`src/rtl/warp_scheduler.sv`:
```
// warp_scheduler
// Time-multiplexes a batch of THREADS 16-bit work items over LANES kernel
// instances. Each round it reads LANES/2 words from the host-to-FPGA FIFO,
// starts all lanes in parallel, gathers every lane result and writes
// LANES/2 result words to the FPGA-to-host FIFO.
//
// Ports
//   bus_clk, bus_rst_n          clock, asynchronous active-low reset
//   quiesce, session_open       host status; either one can force IDLE
//   in_rd_en/in_empty/in_data/in_valid     input FIFO (read latency 1)
//   out_wr_en/out_full/out_data            output FIFO
//   lane_in_data/lane_in_valid             operands and start pulse to lanes
//   lane_out_data/lane_out_valid           per-lane results and done pulses
//   busy, batch_done, timeout_err, round_idx  status
//
// state   | meaning
// IDLE    | waiting for an open, non-quiesced session with no error
// FETCH   | reading LANES/2 operand words from the input FIFO
// ISSUE   | one-cycle start pulse to every lane
// WAIT    | collecting one result per lane, watchdog running
// SEND    | writing LANES/2 result words to the output FIFO
// ERROR   | watchdog expired; held until the session is aborted
module warp_scheduler #(
   parameter int THREADS      = 256,
   parameter int LANES        = 16,
   parameter int EXEC_TIMEOUT = 4096,
   localparam int ROUNDS      = THREADS / LANES,
   localparam int RW          = (ROUNDS > 1) ? $clog2(ROUNDS) : 1
) (
   input  logic                  bus_clk,
   input  logic                  bus_rst_n,
   input  logic                  quiesce,
   input  logic                  session_open,
   output logic                  in_rd_en,
   input  logic                  in_empty,
   input  logic [31:0]           in_data,
   input  logic                  in_valid,
   output logic                  out_wr_en,
   input  logic                  out_full,
   output logic [31:0]           out_data,
   output logic [16*LANES-1:0]   lane_in_data,
   output logic [LANES-1:0]      lane_in_valid,
   input  logic [16*LANES-1:0]   lane_out_data,
   input  logic [LANES-1:0]      lane_out_valid,
   output logic                  busy,
   output logic                  batch_done,
   output logic                  timeout_err,
   output logic [RW-1:0]         round_idx
);

   localparam int HALF = LANES / 2;
   localparam int CW   = $clog2(HALF + 1);
   localparam int WW   = (EXEC_TIMEOUT > 0) ? $clog2(EXEC_TIMEOUT + 1) : 1;

   typedef enum logic [2:0] {
      S_IDLE, S_FETCH, S_ISSUE, S_WAIT, S_SEND, S_ERROR
   } state_t;

   state_t              state, state_nxt;
   logic [CW-1:0]       req_cnt, rcv_cnt, snd_cnt;
   logic [WW-1:0]       wdog;
   logic [LANES-1:0]    done;
   logic [16*LANES-1:0] op_flat, res_flat;
   logic                abort, done_all, last_word, last_round, wd_expired;

   assign abort        = quiesce | ~session_open;
   // pulses arriving this cycle count toward completion so the last latch
   // and the move to SEND share a cycle
   assign done_all     = &(done | lane_out_valid);
   assign last_word    = (snd_cnt == CW'(HALF - 1));
   assign last_round   = (round_idx == RW'(ROUNDS - 1));
   assign wd_expired   = (EXEC_TIMEOUT != 0) && (wdog == WW'(EXEC_TIMEOUT - 1));
   assign busy         = (state != S_IDLE);
   assign lane_in_data = op_flat;

   always_ff @(posedge bus_clk or negedge bus_rst_n) begin
      if (!bus_rst_n) state <= S_IDLE;
      else            state <= state_nxt;
   end

   always_comb begin
      state_nxt     = state;
      in_rd_en      = 1'b0;
      out_wr_en     = 1'b0;
      lane_in_valid = '0;
      batch_done    = 1'b0;
      out_data      = '0;
      for (int j = 0; j < HALF; j++)
         if (snd_cnt == CW'(j)) out_data = res_flat[32*j +: 32];
      case (state)
         S_IDLE:
            if (session_open && !quiesce && !timeout_err) state_nxt = S_FETCH;
         S_FETCH: begin
            in_rd_en = !in_empty && (req_cnt < CW'(HALF));
            if (in_valid && rcv_cnt == CW'(HALF - 1)) state_nxt = S_ISSUE;
         end
         S_ISSUE: begin
            lane_in_valid = '1;
            state_nxt     = S_WAIT;
         end
         S_WAIT:
            if (done_all)        state_nxt = S_SEND;
            else if (wd_expired) state_nxt = S_ERROR;
         S_SEND: begin
            out_wr_en = !out_full;
            if (out_wr_en && last_word) begin
               if (last_round) begin
                  batch_done = 1'b1;
                  state_nxt  = S_IDLE;
               end else begin
                  state_nxt  = S_FETCH;
               end
            end
         end
         S_ERROR: state_nxt = S_ERROR;
         default: state_nxt = S_IDLE;
      endcase
      // no FIFO or lane side effects in the cycle the host pulls the session
      if (abort) begin
         state_nxt     = S_IDLE;
         in_rd_en      = 1'b0;
         out_wr_en     = 1'b0;
         lane_in_valid = '0;
         batch_done    = 1'b0;
      end
   end

   always_ff @(posedge bus_clk or negedge bus_rst_n) begin
      if (!bus_rst_n) begin
         req_cnt     <= '0;
         rcv_cnt     <= '0;
         snd_cnt     <= '0;
         wdog        <= '0;
         done        <= '0;
         op_flat     <= '0;
         res_flat    <= '0;
         timeout_err <= 1'b0;
         round_idx   <= '0;
      end else if (abort) begin
         req_cnt     <= '0;
         rcv_cnt     <= '0;
         snd_cnt     <= '0;
         wdog        <= '0;
         done        <= '0;
         timeout_err <= 1'b0;
         round_idx   <= '0;
      end else begin
         case (state)
            S_FETCH: begin
               if (in_rd_en) req_cnt <= req_cnt + 1'b1;
               if (in_valid) begin
                  for (int k = 0; k < HALF; k++)
                     if (rcv_cnt == CW'(k)) op_flat[32*k +: 32] <= in_data;
                  rcv_cnt <= rcv_cnt + 1'b1;
               end
            end
            S_ISSUE: begin
               req_cnt <= '0;
               rcv_cnt <= '0;
               done    <= '0;
               wdog    <= '0;
            end
            S_WAIT: begin
               for (int i = 0; i < LANES; i++)
                  if (lane_out_valid[i] && !done[i])
                     res_flat[16*i +: 16] <= lane_out_data[16*i +: 16];
               done <= done | lane_out_valid;
               if (EXEC_TIMEOUT != 0) wdog <= wdog + 1'b1;
               if (!done_all && wd_expired) timeout_err <= 1'b1;
            end
            S_SEND: begin
               if (out_wr_en) begin
                  if (last_word) begin
                     snd_cnt   <= '0;
                     round_idx <= last_round ? '0 : round_idx + 1'b1;
                  end else begin
                     snd_cnt   <= snd_cnt + 1'b1;
                  end
               end
            end
            default: ;
         endcase
      end
   end

endmodule

```
`config.mk`:
```
export PLATFORM = sky130hd
export DESIGN_NAME = warp_scheduler
export DESIGN_NICKNAME = d
export VERILOG_FILES = /design/src/rtl/warp_scheduler.sv
export SDC_FILE = /design/constraint.sdc
export NUM_CORES = 1
export LEC_CHECK = 0
export BUFFER_PORTS_ARGS = -buffer_cell sky130_fd_sc_hd__buf_2
export CAP_MARGIN = 20
export CELL_PAD_IN_SITES_DETAIL_PLACEMENT = 0
export CELL_PAD_IN_SITES_GLOBAL_PLACEMENT = 1
export CORE_MARGIN = 2
export CORE_UTILIZATION = 40
export DETAILED_ROUTE_END_ITERATION = 8
export PLACE_DENSITY = 0.74
export SYNTH_ARGS = -nofsm -noshare
export SYNTH_HDL_FRONTEND = slang
export SYNTH_SLANG_ARGS = --single-unit
```
`constraint.sdc`:
```
create_clock -name bus_clk -period 3.4 [get_ports bus_clk]
set_clock_uncertainty 0.2 [all_clocks]
set_input_delay 0.68 -clock bus_clk [delete_from_list [all_inputs] [get_ports bus_clk]]
set_output_delay 0.68 -clock bus_clk [all_outputs]
set_load 0.01 [all_outputs]
```
==> flow_summary_export.csv, run 1 <==
group,metric,value,unit
sta,slew_headroom,45.38,%
placed_design,dp_hpwl,55900,µm
critical_path,cp_cell_sequence,"inv_2 -> buf_6 -> ha_4 -> or3b_4 -> buf_4 -> o211ai_1 -> a31oi_1 -> a22o_1 -> buf_2",
pwr,p_leak,16.12,nW
synth,syn-mean-instance-area,13.64,µm²
die,die_w,247.3,µm
synth,yosys_register_bits,561,
detailed_routing,drc,0,
synth,synth_fa_ha_area_share,0.5813,%
die,num_io_pins,624,
pwr,p_int,12.31,mW
sta,report.final.slew_viol_count,0,
die,start_util,40.27,%
critical_path,worst-setup-path-type,"register to output port",
die,die-area,61150,µm²
critical_path,critPathRequiredTime,2.52,ns
global_route,antenna_found_initial,43,
clock_tree,htree_levels,2,
global_route,grt_pass1_vias,17710,
sta,finalSetupViolations,32,
flow_run,cap_violations,0,
detailed_routing,wl_met2,37610,µm
sta,fin_ws,-0.1848,ns
detailed_routing,top_layer_used,"met5",
sta,setup_tns,-3.815,ns
critical_path,crit_cells,9,
detailed_routing,wl_met1,31050,µm
detailed_routing,drt-total-wl,77710,µm
pwr,vdd_drop_max,0.3604,mV
critical_path,path_delay_family,"buffers and inverters",
synth,yosys_warnings,0,
synth,synth-compound-area-share,8.704,%
detailed_routing,drtIter0Drc,1034,
critical_path,crit_slowest_cell,"or3b_4",
critical_path,reg2reg_from,"state[0]$_DFFE_PN0P_",
global_route,overflow,0,
synth,yosys.area_share.simple,4.217,%
synth,ys.flop_type,"dfrtp_1",
synth,synth_area,23680,µm²
die,fp-row-count,89,
sta,min_period,3.585,ns
sta,hold_viol_final,0,
critical_path,cp-startpoint,"snd_cnt[0]$_DFFE_PN0P_",
synth,synth_xor_area_share,0.1850,%
sta,whs,0.09028,ns
pwr,power_frac_clock,42.7,%
clock_tree,cts_buffers,59,
die,fp.dieH,247.3,µm
critical_path,reg2reg_setup_slack,0.60,ns
run_status,violations,"negative setup slack",
clock_tree,cts_sinks,561,
synth,ys_types,55,
critical_path,rr_endpoint,"lane_in_data[27]$_DFFE_PN0P_",
synth,synth_nets,2058,
pwr,finalPower,16.22,mW
detailed_routing,drt_first_pass_iters,5,
sta,post-route-period-util,105.4,%
synth,ys_top_cells_by_area,"dfrtp_1, mux2_2, a21oi_1",
sta,max_slew.worst_pin.slew,0.8162,ns
layout,drive_gt1_share,56.48,%
detailed_routing,via_per_inst,5.407,
clock_tree,clk_latency,0.61,ns
synth,synth_top_family_by_area,"multiplexers",
clock_tree,cts-root-buf,"clkbuf_16",
critical_path,setup.worst_path.end_class,"output port",
critical_path,rr_worst_depth,6,
synth,yosysTopAreaCellShare,59.29,%
synth,muxShareOfSynthArea,24.48,%
min_path,hold_class,"primary input to register",
detailed_routing,detail-route-antenna-nets,0,
die,placeableCoreArea,58800,µm²
global_route,track_usage,24.67,%
layout,area_growth,29.62,%
detailed_routing,wl_per_cell,23.94,µm
sta,rsz0062_at_grt,"yes",
sta,fmaxAchievable,0.2790,GHz
synth,yosysTopAreaCell,"dfrtp_1",
clock_tree,cts_tree,"done",
placed_design,numPortBuffers,623,
clock_tree,clk_pin_slew,0.06,ns
detailed_routing,met3_length,6407,µm
critical_path,worstPathMaxFanout,8,
pwr,seqPwrFrac,47.1,%
global_route,grt_pass1_wl,112600,µm
critical_path,crit_end,"out_data[4]",
critical_path,cp.arrival,2.70,ns
detailed_routing,vias,17550,
global_route,grt_max_degree,109,
pwr,p_per_area,528.5,nW/µm²
critical_path,cp_slowest_stage_delay,0.47,ns
pwr,switchingPower,3.913,mW
pwr,switching_share,24.12,%
critical_path,start_kind,"register",
pwr,combPwrFrac,10.1,%
clock_tree,clk_path_buf_depth,3,
synth,syn_inst,1736,
layout,nNetsFinal,2725,
run_status,status,"finished with violations",
synth,ys_seq_area_share,59.29,%
synth,synth_edf_count,0,
critical_path,crit_buf_inv,4,
synth,synthArstFlopShare,100.0,%
placed_design,gp_congestion,0.9571,
[routing by layer]
metal | up-vias | GRT usage (%)
li1 | 7751 | -
met1 | 8863 | 31.26
met2 | 724 | 40.89
met3 | 171 | 6.610
met4 | 42 | 8.278
met5 | - | 0
[stage by stage]
stage	utilization [%]	area, µm²	worst slack, ns	std cells
final	52.20	30690	-0.1848	3246
after global routing	52.19	30680	-0.2825	3244
after CTS	51.81	30460	-0.1947	3218
after detailed placement	47.61	27990	-0.1855	3092
after global placement	47.61	27990	-0.1407	3092
after floorplan	-	23680	0.3428	1736
[worst min-delay path by stage]
stage	from	to	slack, ns	depth (start not counted)
after floorplan	bus_rst_n	done[0]$_DFFE_PN0P_	0.18	0
after global placement	wdog[8]$_DFFE_PN0P_	wdog[8]$_DFFE_PN0P_	0.26	1
after detailed placement	lane_in_data[159]$_DFFE_PN0P_	lane_in_data[159]$_DFFE_PN0P_	0.28	1
after CTS	lane_out_data[73]	res_flat[73]$_DFFE_PN0P_	0.05	2
after global routing	lane_out_data[44]	res_flat[44]$_DFFE_PN0P_	0.06	2
final	lane_out_data[10]	res_flat[10]$_DFFE_PN0P_	0.09	2
[layout make-up]
cell class,instances,area (µm²)
Clock inverter,33,460.4
Inverter,8,30.03
Sequential cell,561,14040
Clock buffer,77,1645
Timing Repair Buffer,723,4244
Antenna cell,21,52.55
Fill cell,5105,28110
Multi-Input combinational cell,1050,9250
Tap cell,773,967.2
[state kept, by name (all words and copies together), names as in the netlist]
register,count
lane_in_data,256
res_flat,256
round_idx,4
state,3
req_cnt,4
timeout_err,1
snd_cnt,4
rcv_cnt,4
wdog,13
done,16
[logic make-up after synthesis]
logic type,count (synthesis)
buffers and inverters,126
AND/OR/NAND/NOR,204
XOR/XNOR,5
adder cells (fa/ha/maj),11
multiplexers,515
AO/OA/AOI/OAI,314
flip-flops,561
[cell usage in the layout, fill, tap and decap left out, drive strengths merged, types with 4 or more instances in the layout]
master | netlist | final
inv | 8 | 10
a221oi | 11 | 11
clkbuf | 58 | 77
xor2 | 4 | 4
nand2 | 56 | 56
a31oi | 22 | 22
nand4 | 4 | 4
a221o | 22 | 22
buf | 60 | 719
nor3 | 7 | 7
a2bb2oi | 7 | 7
nand3b | 4 | 4
a22oi | 22 | 22
dfrtp | 561 | 561
ha | 11 | 11
o211ai | 22 | 22
clkinvlp | 0 | 5
a21oi | 82 | 82
o21ai | 54 | 54
o22ai | 35 | 35
nand2b | 4 | 4
nor2b | 4 | 5
nor3b | 6 | 6
bufinv | 0 | 10
or3 | 5 | 5
clkinv | 0 | 16
nand3 | 10 | 10
mux2 | 513 | 513
diode | 0 | 21
nor2 | 88 | 88
a22o | 23 | 23
[synth_stat cells, drive strengths merged, types with 3 or more instances]
cell	count
a21oi	82
a221o	22
a221oi	11
a22o	23
a22oi	22
a2bb2oi	7
a31oi	22
buf	60
clkbuf	58
dfrtp	561
ha	11
inv	8
mux2	513
nand2	56
nand2b	4
nand3	10
nand3b	4
nand4	4
nor2	88
nor2b	4
nor3	7
nor3b	6
nor4	3
o211ai	22
o21ai	54
o22a	3
o22ai	35
o31ai	3
or3	5
xor2	4
[power groups by stage]
stage / combinational (mW) / sequential (mW) / clock [mW]
final: 1.64 / 7.65 / 6.93
after global routing: 1.79 / 7.69 / 7.37
after CTS: 1.66 / 7.63 / 7.09
after detailed placement: 1.65 / 7.74 / 0
after global placement: 1.61 / 7.74 / 0
after floorplan: 0.762 / 7.69 / 0
[what timing repair did]
item | 4_1_cts | 5_1_grt
hold endpoints to repair | 57 | 0
endpoints found under the setup margin | 33 | 33
pin swaps | 8 | 28
setup buffers | 11 | 6
gates cloned | 4 | 1
gates resized for setup | 34 | 31
hold buffers | 1 | 0
Power figures use the tool's default switching activity.
==> inputs of run 2 (changes only) <==
Settings changed: ABC_AREA set to 1, PLACE_DENSITY 0.74 to 0.77.
==> run 2 against run 1 <==
The run still ends with negative setup slack left. Critical path depth increased by 6. Wire length increased by 12%. Combinational power decreased by 9%. Non-clock buffer count decreased by 22. Worst setup slack improved by 0.17 ns. First-iteration DRC count increased by 29%. Largest power group is now the clock network. Sequential power decreased by 5.0%. Flip-flop and latch count unchanged. Die area increased by 5.8%. Count of clock-buffer cells in the layout increased by 4. Power decreased by 0.70%.
==> flow_summary_export.csv, run 2 <==
group,metric,value,unit
global_route,grt_max_degree,87,
global_route,antenna_found_initial,23,
synth,yosys_register_bits,561,
die,die_w,254.3,µm
sta,setup_tns,-0.01830,ns
flow_run,cap_violations,0,
die,start_util,40.55,%
pwr,p_per_area,494.9,nW/µm²
layout,drive_gt1_share,39.82,%
placed_design,gp_congestion,0.9056,
run_status,status,"finished with violations",
sta,fmaxAchievable,0.2925,GHz
synth,synth_edf_count,0,
detailed_routing,detail-route-antenna-nets,0,
synth,ys.flop_type,"dfrtp_1",
layout,design_area,32540,µm²
detailed_routing,via_per_inst,5.029,
synth,syn-mean-instance-area,9.971,µm²
critical_path,cp_cell_sequence,"inv_4 -> ha_4 -> inv_2 -> nor2_4 -> buf_6 -> buf_12 -> nand3_1 -> nand3_1 -> nand2_2 -> nand2_2 -> nand2_2 -> nand2_1 -> nand2_1 -> nand2_1 -> buf_2",
placed_design,dp_hpwl,63020,µm
pwr,vdd_drop_max,0.4379,mV
synth,ys_seq_area_share,56.00,%
sta,rsz0062_at_grt,"yes",
layout,nNetsFinal,3471,
detailed_routing,drt_first_pass_iters,7,
detailed_routing,wl_per_cell,21.54,µm
synth,synthTopCellsByCount,"nand2_1, dfrtp_1, o21ai_0",
die,placeableCoreArea,61830,µm²
detailed_routing,vias,20370,
placed_design,placed_cells,3894,
critical_path,cp_slowest_stage_delay,0.44,ns
critical_path,start_kind,"register",
synth,synth_most_common_cell,"nand2_1",
clock_tree,cts_sinks,561,
pwr,p_leak,17.86,nW
clock_tree,cts_buffers,61,
critical_path,worst-setup-path-type,"register to output port",
synth,yosys_warnings,0,
sta,min_period,3.418,ns
placed_design,numPortBuffers,623,
placed_design,pre_cts_slack,0.3875,ns
clock_tree,clk_latency,0.65,ns
critical_path,critPathRequiredTime,2.52,ns
detailed_routing,drt-total-wl,87240,µm
global_route,track_usage,26.31,%
synth,syn_inst,2514,
detailed_routing,drc,0,
clock_tree,clk_path_buf_depth,3,
placed_design,dpl_cell_area,29130,µm²
sta,hold_viol_final,0,
die,fp.dieH,254.3,µm
clock_tree,cts-root-buf,"clkbuf_16",
clock_tree,cts_tree,"done",
sta,report.final.slew_viol_count,0,
sta,fin_ws,-0.01830,ns
synth,ys_top_cells_by_area,"dfrtp_1, nand2_1, mux2_4",
synth,synthArstFlopShare,100.0,%
critical_path,worstPathMaxFanout,8,
detailed_routing,drtIter0Drc,1329,
clock_tree,htree_levels,2,
sta,max_slew.worst_pin.slew,0.8968,ns
layout,layout_common_cells,"buf_2, nand2_1, dfrtp_1",
global_route,grt_pass1_wl,128500,µm
critical_path,crit_slowest_cell,"dfrtp_2",
layout,post-route-util,52.63,%
synth,synth_nets,2836,
layout,final_common_cell,"buf_2",
synth,synth_area,25070,µm²
clock_tree,clk_pin_slew,0.06,ns
global_route,grt_pass1_vias,20760,
critical_path,cp.arrival,2.54,ns
die,num_io_pins,624,
synth,ys_types,39,
die,fp-row-count,91,
critical_path,crit_buf_inv,5,
synth,yosysTopAreaCell,"dfrtp_1",
min_path,hold_class,"primary input to register",
sta,finalSetupViolations,1,
layout,final_cells,4050,
die,die-area,64690,µm²
layout,area_growth,29.80,%
sta,slew_headroom,40.21,%
sta,post-route-period-util,100.5,%
critical_path,path_delay_family,"simple AND/OR/NAND/NOR gates",
global_route,overflow,0,
synth,yosysTopAreaCellShare,56.00,%
run_status,violations,"negative setup slack",
critical_path,setup.worst_path.end_class,"output port",
[run 2: cell types whose count changed after synthesis, sizes merged, moves of 31 or more]
cell,before,now
nand2,56,699
mux2,513,255
o21ai,54,309
inv,8,188
nand3,10,113
nor2,88,177
a21oi,82,33
o22ai,35,4
[run 2: layout make-up]
| cell class | instances | area [µm²] |
|---|---|---|
| fillers | 5569 | 29290 |
| flip-flops and latches | 561 | 14040 |
| multi-input cells | 1634 | 10260 |
| repair buffers | 701 | 4168 |
| clock buffers | 81 | 1772 |
| well taps | 837 | 1047 |
| inverters | 190 | 726.9 |
| clock inverters | 32 | 486.7 |
| diodes | 14 | 35.03 |
[run 2: what timing repair did]
action / in CTS / in global routing
setup buffers: 11 / 10
hold buffers: 1 / 0
pin swaps: 33 / 49
cloned: 5 / 5
resized for setup: 129 / 115
endpoints found under the hold margin: 67 / 0
endpoints found under the setup margin: 32 / 32
[run 2: routing by layer]
| layer | GRT usage, % | routed length [µm] | vias up |
|---|---|---|---|
| li1 | - | - | 9395 |
| met1 | 31.20 | 33320 | 9991 |
| met2 | 45.44 | 43350 | 761 |
| met3 | 7.910 | 7462 | 194 |
| met4 | 8.874 | 2931 | 26 |
| met5 | 0 | 172 | - |
[run 2: worst paths after layout]
| path | from | to | slack, ns | cells after the start |
|---|---|---|---|---|
| worst min register to register | lane_in_data[195]$_DFFE_PN0P_ | lane_in_data[195]$_DFFE_PN0P_ | 0.28 | 2 |
| min in group asynchronous | bus_rst_n | res_flat[72]$_DFFE_PN0P_ | 0.40 | 2 |
| max in group asynchronous | bus_rst_n | lane_in_data[151]$_DFFE_PN0P_ | 1.57 | 3 |
| worst max register to register | state[0]$_DFFE_PN0P_ | res_flat[202]$_DFFE_PN0P_ | 0.85 | 7 |
| worst min-delay path | lane_out_data[147] | res_flat[147]$_DFFE_PN0P_ | 0.07 | 2 |
| worst max-delay path | snd_cnt[1]$_DFFE_PN0P_ | out_data[9] | -0.02 | 15 |
[run 2: metrics by stage]
| stage | hold slack [ns] | power, mW |
|---|---|---|
| 5_1_grt | 0.03839 | 16.70 |
| 6_report | 0.06593 | 16.10 |
| 4_1_cts | 0.02332 | 16.22 |
| 2_1_floorplan | 0.1844 | 7.920 |
| 3_3_place_gp | 0.2623 | 8.751 |
| 3_5_place_dp | 0.2677 | 8.786 |
[run 2: report_power, final]
group | leakage [nW] | internal (mW) | switching [mW]
sequential | 7.74 | 7.03 | 0.235
clock | 1.09 | 4.37 | 2.96
combinational | 9.03 | 0.666 | 0.837
[run 2: logic make-up after synthesis]
kind of cell | after synthesis | synth area share [%]
multiplexers | 255 | 13.70
adder cells (fa/ha/maj) | 11 | 0.5490
AND/OR/NAND/NOR | 1009 | 16.80
AO/OA/AOI/OAI | 354 | 7.172
XOR/XNOR | 4 | 0.1397
flip-flops | 561 | 56.00
buffers and inverters | 320 | 5.635
